**src/rtl/ct_vfalu_pkg.sv**
```systemverilog
// Shared definitions for the pipe-7 VFALU writeback slice.
//   - fflags bit positions inside the 5-bit ereg field
//   - default sizing parameters
//   - helper that returns the packed width of one writeback FIFO entry
package ct_vfalu_pkg;
  localparam int EREG_NV = 4;
  localparam int EREG_DZ = 3;
  localparam int EREG_OF = 2;
  localparam int EREG_UF = 1;
  localparam int EREG_NX = 0;
  localparam int EREG_W  = 5;
  localparam int FDATA_W = 64;

  localparam int DEF_DEPTH  = 4;
  localparam int DEF_PREG_W = 7;
  localparam int DEF_IID_W  = 7;

  // {preg, iid, freg_wen, ereg_wen, freg_data, ereg_data}
  function automatic int wb_entry_w(input int preg_w, input int iid_w);
    return preg_w + iid_w + 2 + FDATA_W + EREG_W;
  endfunction
endpackage

```
**src/rtl/ct_vfalu_wb_fifo.sv**
```systemverilog
// Synchronous FIFO used to buffer writeback entries.
// Ports:
//   clk_i, rst_b_i (sync active-low), flush_i (drop all contents)
//   push_i/din_i   write one entry at the tail
//   pop_i          retire the head (ignored when empty)
//   dout_o         head entry, read straight out of the storage registers
//   count_o        occupancy, full_o / empty_o status
module ct_vfalu_wb_fifo #(
  parameter int DEPTH = 4,
  parameter int WIDTH = 8
) (
  input  logic                     clk_i,
  input  logic                     rst_b_i,
  input  logic                     flush_i,
  input  logic                     push_i,
  input  logic [WIDTH-1:0]         din_i,
  input  logic                     pop_i,
  output logic [WIDTH-1:0]         dout_o,
  output logic [$clog2(DEPTH):0]   count_o,
  output logic                     full_o,
  output logic                     empty_o
);
  localparam int PTR_W = $clog2(DEPTH);
  localparam int CNT_W = PTR_W + 1;

  logic [DEPTH-1:0][WIDTH-1:0] mem_q;
  logic [PTR_W-1:0]            wr_ptr_q, rd_ptr_q;
  logic [CNT_W-1:0]            count_q, count_d;
  logic                        do_pop;

  assign do_pop  = pop_i & ~empty_o;
  assign count_d = count_q + CNT_W'(push_i) - CNT_W'(do_pop);

  // Pointers are exactly log2(DEPTH) bits, so increment wraps for free.
  always_ff @(posedge clk_i) begin
    if (!rst_b_i) begin
      mem_q    <= '0;
      wr_ptr_q <= '0;
      rd_ptr_q <= '0;
      count_q  <= '0;
    end else if (flush_i) begin
      wr_ptr_q <= '0;
      rd_ptr_q <= '0;
      count_q  <= '0;
    end else begin
      if (push_i) begin
        mem_q[wr_ptr_q] <= din_i;
        wr_ptr_q        <= wr_ptr_q + PTR_W'(1);
      end
      if (do_pop) rd_ptr_q <= rd_ptr_q + PTR_W'(1);
      count_q <= count_d;
    end
  end

  assign dout_o  = mem_q[rd_ptr_q];
  assign count_o = count_q;
  assign full_o  = (count_q == CNT_W'(DEPTH));
  assign empty_o = (count_q == '0);
endmodule

```
**src/rtl/ct_vfalu_wb_pipe7.sv**
```systemverilog
// Pipe-7 VFALU writeback stage.
// Carries EX1 control through EX2/EX3, joins it with the EX3 result, queues
// it in order, and drains the queue to the FP regfile write port on grant.
// Ports:
//   forever_cpuclk, cpurst_b (sync active-low), rtu_yy_xx_flush
//   dp_vfalu_ex1_pipex_*         op control issued into EX1
//   pipex_dp_ex3_vfalu_*_data    EX3 result and fflags
//   vfpu_wb_pipe7_grant          write port accepts the head entry
//   pipe7_wb_*                   head entry presented to the write port
//   pipe7_issue_rdy              EX1 may accept an op next cycle (credit)
module ct_vfalu_wb_pipe7
  import ct_vfalu_pkg::*;
#(
  parameter int DEPTH  = DEF_DEPTH,
  parameter int PREG_W = DEF_PREG_W,
  parameter int IID_W  = DEF_IID_W
) (
  input  logic              forever_cpuclk,
  input  logic              cpurst_b,
  input  logic              rtu_yy_xx_flush,
  input  logic              dp_vfalu_ex1_pipex_inst_vld,
  input  logic [PREG_W-1:0] dp_vfalu_ex1_pipex_preg,
  input  logic [IID_W-1:0]  dp_vfalu_ex1_pipex_iid,
  input  logic              dp_vfalu_ex1_pipex_freg_wen,
  input  logic              dp_vfalu_ex1_pipex_ereg_wen,
  input  logic [63:0]       pipex_dp_ex3_vfalu_freg_data,
  input  logic [4:0]        pipex_dp_ex3_vfalu_ereg_data,
  input  logic              vfpu_wb_pipe7_grant,
  output logic              pipe7_wb_vld,
  output logic [PREG_W-1:0] pipe7_wb_preg,
  output logic [IID_W-1:0]  pipe7_wb_iid,
  output logic              pipe7_wb_freg_wen,
  output logic [63:0]       pipe7_wb_data,
  output logic              pipe7_wb_ereg_vld,
  output logic [4:0]        pipe7_wb_ereg,
  output logic              pipe7_issue_rdy
);
  localparam int CNT_W   = $clog2(DEPTH) + 1;
  localparam int OCC_W   = CNT_W + 2;
  localparam int ENTRY_W = wb_entry_w(PREG_W, IID_W);

  typedef struct packed {
    logic [PREG_W-1:0] preg;
    logic [IID_W-1:0]  iid;
    logic              freg_wen;
    logic              ereg_wen;
  } ctrl_t;

  typedef struct packed {
    ctrl_t             ctrl;
    logic [63:0]       data;
    logic [EREG_W-1:0] ereg;
  } entry_t;

  // vld_pipe_q[2] = EX2 valid, vld_pipe_q[3] = EX3 valid
  logic [3:2]  vld_pipe_q, vld_pipe_d;
  ctrl_t [3:2] ctrl_q;
  ctrl_t       ex1_ctrl;

  entry_t           push_entry, head;
  logic [CNT_W-1:0] fifo_cnt;
  logic             fifo_full, fifo_empty, wb_pop;
  logic [OCC_W-1:0] occupancy;

  assign ex1_ctrl = '{preg:     dp_vfalu_ex1_pipex_preg,
                      iid:      dp_vfalu_ex1_pipex_iid,
                      freg_wen: dp_vfalu_ex1_pipex_freg_wen,
                      ereg_wen: dp_vfalu_ex1_pipex_ereg_wen};

  // Flush kills EX1 (never enters EX2) and EX2 (never enters EX3).
  always_comb begin
    vld_pipe_d    = '0;
    vld_pipe_d[2] = dp_vfalu_ex1_pipex_inst_vld & ~rtu_yy_xx_flush;
    vld_pipe_d[3] = vld_pipe_q[2] & ~rtu_yy_xx_flush;
  end

  always_ff @(posedge forever_cpuclk) begin
    if (!cpurst_b) begin
      vld_pipe_q <= '0;
      ctrl_q     <= '0;
    end else begin
      vld_pipe_q <= vld_pipe_d;
      if (dp_vfalu_ex1_pipex_inst_vld) ctrl_q[2] <= ex1_ctrl;
      if (vld_pipe_q[2])               ctrl_q[3] <= ctrl_q[2];
    end
  end

  assign push_entry = '{ctrl: ctrl_q[3],
                        data: pipex_dp_ex3_vfalu_freg_data,
                        ereg: pipex_dp_ex3_vfalu_ereg_data};
  assign wb_pop     = pipe7_wb_vld & vfpu_wb_pipe7_grant;

  ct_vfalu_wb_fifo #(.DEPTH(DEPTH), .WIDTH(ENTRY_W)) u_fifo (
    .clk_i   (forever_cpuclk),
    .rst_b_i (cpurst_b),
    .flush_i (rtu_yy_xx_flush),
    .push_i  (vld_pipe_q[3]),
    .din_i   (push_entry),
    .pop_i   (wb_pop),
    .dout_o  (head),
    .count_o (fifo_cnt),
    .full_o  (fifo_full),
    .empty_o (fifo_empty)
  );

  // Every op already past the issue point will land in the FIFO since the
  // EX pipe cannot stall, so it has to be reserved before a new one issues.
  assign occupancy = OCC_W'(fifo_cnt) + OCC_W'(dp_vfalu_ex1_pipex_inst_vld)
                   + OCC_W'(vld_pipe_q[2]) + OCC_W'(vld_pipe_q[3]);
  assign pipe7_issue_rdy = (occupancy < OCC_W'(DEPTH));

  assign pipe7_wb_vld      = ~fifo_empty;
  assign pipe7_wb_preg     = head.ctrl.preg;
  assign pipe7_wb_iid      = head.ctrl.iid;
  assign pipe7_wb_freg_wen = head.ctrl.freg_wen;
  assign pipe7_wb_data     = head.data;
  assign pipe7_wb_ereg_vld = head.ctrl.ereg_wen;
  assign pipe7_wb_ereg     = {head.ereg[EREG_NV], head.ereg[EREG_DZ], head.ereg[EREG_OF],
                              head.ereg[EREG_UF], head.ereg[EREG_NX]};

  // The credit scheme must make a push into a full FIFO unreachable.
  always_ff @(posedge forever_cpuclk) begin
    if (cpurst_b && !rtu_yy_xx_flush) assert (!(vld_pipe_q[3] && fifo_full));
  end
endmodule

```
**config.mk**
```make
export PLATFORM = sky130hd
export DESIGN_NAME = ct_vfalu_wb_pipe7
export DESIGN_NICKNAME = d
export VERILOG_FILES = /design/src/rtl/ct_vfalu_pkg.sv /design/src/rtl/ct_vfalu_wb_fifo.sv /design/src/rtl/ct_vfalu_wb_pipe7.sv
export SDC_FILE = /design/constraint.sdc
export NUM_CORES = 1
export LEC_CHECK = 0
export BUFFER_PORTS_ARGS = -buffer_cell sky130_fd_sc_hd__buf_2
export CORE_MARGIN = 5
export CORE_UTILIZATION = 30
export DETAILED_ROUTE_END_ITERATION = 10
export HOLD_SLACK_MARGIN = 0.1
export PLACE_DENSITY = 0.57
export SYNTH_ARGS = -nofsm -noshare
export SYNTH_HDL_FRONTEND = slang
export SYNTH_SLANG_ARGS = --single-unit
```
**constraint.sdc**
```tcl
create_clock -name forever_cpuclk -period 1.89 [get_ports forever_cpuclk]
set_input_delay 0.4725 -clock forever_cpuclk [delete_from_list [all_inputs] [get_ports forever_cpuclk]]
set_output_delay 0.4725 -clock forever_cpuclk [all_outputs]
set_load 0.05 [all_outputs]
```
== After elaboration in Yosys (flattened, before gate mapping) ==
Index checks and enable logic that the tools add are counted.
Word-level totals
  flip-flop bits (word level): 381
  bits of input ports: 90
  output and inout port bits: 87
Operators by class
  $add $sub $neg: 7
  $lt $le $gt $ge: 4
  mux-type cells: 5
  bitwise operators: 7
  reductions and logical operators: 4
Operators by type and width (count)
  340-bit bitwise mux: 1
  85-bit binary-select mux with 2-bit select: 1
  85-bit demux with 2-bit select: 1
  85-bit 2-to-1 mux: 2
  2-bit by 3-bit less-than comparator with 1-bit output (second input constant): 2
  4-bit by 1-bit adder with 5-bit output: 1
  5-bit by 1-bit adder with 5-bit output: 1
  5-bit by 3-bit less-than comparator with 1-bit output (second input constant): 1
  2-bit by 1-bit adder with 2-bit output (second input constant): 2
  3-bit by 1-bit adder with 4-bit output: 1
  1-bit AND: 4
  3-bit by 1-bit adder with 3-bit output: 1
  3-bit zero test: 1
  1-bit NOT: 3
  3-bit by 1-bit subtractor with 3-bit output: 1
  2-bit by 1-bit >= comparator with 1-bit output (second input constant): 1
  2-bit AND reduction: 1
  2-bit OR reduction: 1
  1-bit logical AND: 1

== Longest topological paths before layout ==
  depth in word-level cells: 5
  mapped depth: 8
  mapped depth without buffers: 8

== Modules after synthesis ==
Synthesis repeated with hierarchy kept, for this count alone.
Unflattened totals
  cell total of the unflattened synthesis: 1746
  area, all modules: 16432.0 µm²
By module, submodules not included
  ct_vfalu_wb_fifo: instances 1, cells an instance 1629, area each 15061.9 µm², sequential area each 6946.7 µm²
  ct_vfalu_wb_pipe7: instances 1, cells an instance 117, area each 1370.1 µm², sequential area each 680.7 µm²

== Worst setup path after synthesis ==
Ideal clock, no wire load.
  kind: input port to output port
  from: input dp_vfalu_ex1_pipex_inst_vld
  to: output pipe7_issue_rdy
  arrival time: 2.424 ns
  required time: 1.417 ns
  path slack: -1.007 ns
  stages: 3
  path buffers: 0
  cell sequence: fa_1 > ha_1 > a311oi_1
Between the ends
  longest elaborated chain between the ends: 4
Ends and longest elaborated chain
  start: declaration: RTL line ct_vfalu_wb_pipe7.sv:21  | input logic dp_vfalu_ex1_pipex_inst_vld,
  3-bit by 1-bit adder with 4-bit output: RTL line ct_vfalu_wb_pipe7.sv:108  | assign occupancy = OCC_W'(fifo_cnt) + OCC_W'(dp_vfalu_ex1_pipex_inst_vld)
  4-bit by 1-bit adder with 5-bit output: RTL line ct_vfalu_wb_pipe7.sv:109  | + OCC_W'(vld_pipe_q[2]) + OCC_W'(vld_pipe_q[3]);
  5-bit by 1-bit adder with 5-bit output: RTL line ct_vfalu_wb_pipe7.sv:109
  5-bit by 3-bit less-than comparator with 1-bit output: RTL line ct_vfalu_wb_pipe7.sv:110  | assign pipe7_issue_rdy = (occupancy < OCC_W'(DEPTH));
  end: declaration: RTL line ct_vfalu_wb_pipe7.sv:36  | output logic pipe7_issue_rdy
No other way between the ends.

== Worst setup path in the final report ==
  from: register u_fifo.rd_ptr_q[1]
  to: output pipe7_wb_data[35]
Between the ends
  longest elaborated chain between the ends: 2
Ends and longest elaborated chain
  start: declaration: RTL line ct_vfalu_wb_fifo.sv:27  | logic [PTR_W-1:0] wr_ptr_q, rd_ptr_q;
  start signal: assignment: RTL line ct_vfalu_wb_fifo.sv:50  | if (do_pop) rd_ptr_q <= rd_ptr_q + PTR_W'(1);
  85-bit binary-select mux with 2-bit select: RTL line ct_vfalu_wb_fifo.sv:55  | assign dout_o = mem_q[rd_ptr_q];
  85-bit 2-to-1 mux (not written as such): RTL line ct_vfalu_wb_fifo.sv:55
  end: declaration: RTL line ct_vfalu_wb_pipe7.sv:33  | output logic [63:0] pipe7_wb_data,
No other way between the ends. The select of a mux whose other input is x is not followed.

==> results.py <==
metrics = {
    "global_routing": {
        "antenna_found_initial": 2,
        "grt_pass1_vias": 12700,
        "grtUsageTotal": 0.153,
        "gr-total-overflow": 0,
        "grt_max_degree": 73,
        "grt_pass1_wl_um": 72700,
    },
    "clocking": {
        "cts.sinks": 381,
        "htree_levels": 2,
        "path_clk_slew_ns": 0.06,
        "cts_tree": "yes",
        "root_buffer": "clkbuf_16",
        "holdBufCountCts": 0,
        "cts_buffer_depth": 3,
        "clk_latency_ns": 0.55,
        "cts-buffers-inserted": 44,
    },
    "hold_path": {
        "hp-class": "input pin to flop",
        "min_path_cells": 3,
        "min_from": "dp_vfalu_ex1_pipex_ereg_wen",
        "hold_end": "ctrl_q[0]$_SDFFE_PN0P_",
    },
    "route": {
        "wirelength_um": 46900,
        "drt_first_pass_iters": 5,
        "routed_via_density": 4.85,
        "antenna_left": 0,
        "drc_errors": 0,
        "drt-initial-drc-count": 740,
        "vias": 12700,
        "wl_per_cell_um": 17.9,
    },
    "power": {
        "p_comb_frac": 0.038,
        "ir_drop_v": 0.000552,
        "clkPwrFrac": 0.488,
        "switching_share": 0.217,
        "seq_power_share": 0.474,
        "powerDensity_mw_per_mm2": 828,
        "p_int_mw": 13.4,
        "p_leak_nw": 7.10,
        "switchingPower_mw": 3.71,
    },
    "timing": {
        "relSlewSlack": 0.598,
        "hold_viol_final": 0,
        "final-setup-viol-count": 88,
        "max_clock_freq_ghz": 0.399,
        "setup_ws_ns": -0.619,
        "slew_viol_final": 0,
        "rsz0062_at_grt": "yes",
        "tightest_slew_ns": 0.595,
        "fin_worst_skew_ns": 0.0136,
        "post-route-min-period_ns": 2.51,
        "fin_crit_sh": 1.33,
    },
    "critical_path": {
        "r2r-start": "u_fifo.count_o[1]$_SDFF_PP0_",
        "max_stage_delay_ns": 0.55,
        "r2r_setup_slack_ns": -0.07,
        "cp-start-kind": "flop",
        "cp-end-kind": "output pin",
        "cp.arrival_ns": 2.04,
        "crit_chain": "buf_12, buf_12, mux4_2, buf_6",
        "ff2ff_path_depth": 9,
        "required_ns": 1.42,
        "crit_path_frequent_cell": "buf_12",
        "worstReg2RegEnd": "u_fifo.count_o[2]$_SDFF_PP0_",
        "path_class": "flop to output pin",
        "path_max_fanout": 11,
        "slowest_stage": "mux4_2",
    },
    "place": {
        "hpwl_um": 28400,
        "portBuffers": 176,
        "gp_congestion": 0.769,
        "dpl.cell_count": 2536,
    },
    "cells_and_area": {
        "syn2layout_area_growth_pct": 25.9,
        "post-route-util": 0.382,
        "layout-drive-gt1-share": 0.223,
        "finalNonFillerCells": 2628,
        "fin_nets": 2000,
    },
    "synthesis": {
        "ys_seq_elements": 381,
        "synth-edff-count": 0,
        "synth_cells": 1736,
        "synth-seq-area-share": 0.466,
        "synth_area_leaders": "dfxtp_1, nand2_1, mux4_2",
        "syn_nets": 1835,
        "async_reset_ff_frac": 0,
        "yosysTopAreaCell": "dfxtp_1",
        "synthFlopType": "dfxtp_1",
        "synth_area_sq_mm": 0.0164,
        "yosysMostFrequentCell": "nand2_1",
        "syn_area_per_cell_sq_um": 9.43,
        "ys_types": 28,
        "yosys.area.top_type_share": 0.466,
        "ys_warn_count": 0,
        "synth_common_cells": "nand2_1, dfxtp_1, a21boi_1",
    },
    "floorplanning": {
        "die_h_um": 244,
        "ioPinCount": 177,
        "die_x_um": 244,
        "start_util": 0.304,
        "coreArea_sq_mm": 0.0539,
        "die-area_sq_mm": 0.0594,
        "rows": 85,
    },
    "run": {
        "drv_cap": 0,
    },
    "outcome": {
        "violations": "setup timing",
        "status": "finished with violations",
    },
}
worst max-delay path by stage:
stage / start / end / slack [ns] / depth (start not counted)
floorplan: dp_vfalu_ex1_pipex_inst_vld / pipe7_issue_rdy / -0.17 / 3
global placement: dp_vfalu_ex1_pipex_inst_vld / pipe7_issue_rdy / -0.27 / 5
detailed placement: dp_vfalu_ex1_pipex_inst_vld / pipe7_issue_rdy / -0.27 / 5
CTS: u_fifo.rd_ptr_q[1]$_SDFFE_PP0P_ / pipe7_wb_data[35] / -0.67 / 4
global route: u_fifo.rd_ptr_q[1]$_SDFFE_PP0P_ / pipe7_wb_data[35] / -0.69 / 4
finish: u_fifo.rd_ptr_q[1]$_SDFFE_PP0P_ / pipe7_wb_data[35] / -0.62 / 4
kinds of logic (layout without fill, tap and decap cells):
family	after synthesis	count (layout)	synth area share
xor gates and xnor gates	5	5	0.00267
buffers and inverters	148	342	0.0532
adders and majority gates	9	9	0.00779
AOI/OAI and AO/OA	343	343	0.157
muxes	118	118	0.137
DFF	381	381	0.466
and+or+nand+nor	732	732	0.176
other	0	2	0
power groups by stage:
| stage | Combinational (mW) | Clock [mW] | Sequential [mW] |
|---|---|---|---|
| after floorplan | 0.347 | 0 | 8.27 |
| after global placement | 0.614 | 0 | 8.28 |
| after detailed placement | 0.623 | 0 | 8.28 |
| after CTS | 0.645 | 8.62 | 8.10 |
| after global routing | 0.696 | 8.93 | 8.10 |
| final | 0.648 | 8.33 | 8.10 |
per-stage QoR:
step | hold slack [ns] | total power, mW | TNS [ns] | area, sq um | setup slack, ns
floorplan | 0.432 | 8.61 | -0.172 | 16400 | -0.167
global route | 0.161 | 17.7 | -51.52 | 20600 | -0.689
global placement | 0.437 | 8.89 | -1.29 | 18400 | -0.269
finish | 0.175 | 17.1 | -45.00 | 20600 | -0.619
CTS | 0.137 | 17.4 | -50.05 | 20500 | -0.668
detailed placement | 0.444 | 8.90 | -2.02 | 18400 | -0.268
routing by layer:
layer / wire (um) / global-route usage / part of all wire
met2: 22400 / 0.251 / 0.48
met1: 21000 / 0.206 / 0.45
met4: 946 / 0.0388 / 0.020
met3: 2550 / 0.0326 / 0.054
met5: 0 / 0 / 0
state kept, by name (all words and copies together) (netlist names):
name	cells
u_fifo.mem_q	340
ctrl_q	32
u_fifo.count_o	3
u_fifo.rd_ptr_q	2
u_fifo.wr_ptr_q	2
vld_pipe_q	2
timing repair:
action                     in CTS  in global routing
gates resized for setup       189                 10
setup endpoints to repair      88                160
pin swaps                       2                  0
setup buffers                   7                  4
gates cloned                    3                  2
layout by cell type, fill, tap and decap left out, drive strengths merged:
cell type,instances
bufinv,2
nand2b,1
or3,1
fa,2
a21boi,340
xnor2,4
diode,2
mux2i,33
and2,4
ha,7
mux4,85
inv,7
o31a,1
dfxtp,381
a311oi,1
clkinv,5
nor2,5
o311ai,1
xor2,1
and3b,4
nand3b,4
nand2,680
clkinvlp,3
nor2b,33
buf,259
clkbuf,66
worst max-delay path, delay by kind of cell (launching register included):
kind / cells / cell delay [ns]
muxes: 1 / 0.55
DFF: 1 / 0.40
buffers and inverters: 3 / 0.51
layout make-up:
| class | instances | area (sq um) |
|---|---|---|
| Antenna cell | 2 | 5.00 |
| Clock buffer | 64 | 1290 |
| Clock inverter | 11 | 121 |
| Fill cell | 5218 | 33300 |
| Inverter | 6 | 22.5 |
| Multi-Input combinational cell | 1207 | 7960 |
| Sequential cell | 381 | 7640 |
| Tap cell | 696 | 871 |
| Timing Repair Buffer | 261 | 2720 |
(Power assumes the default switching activity.)
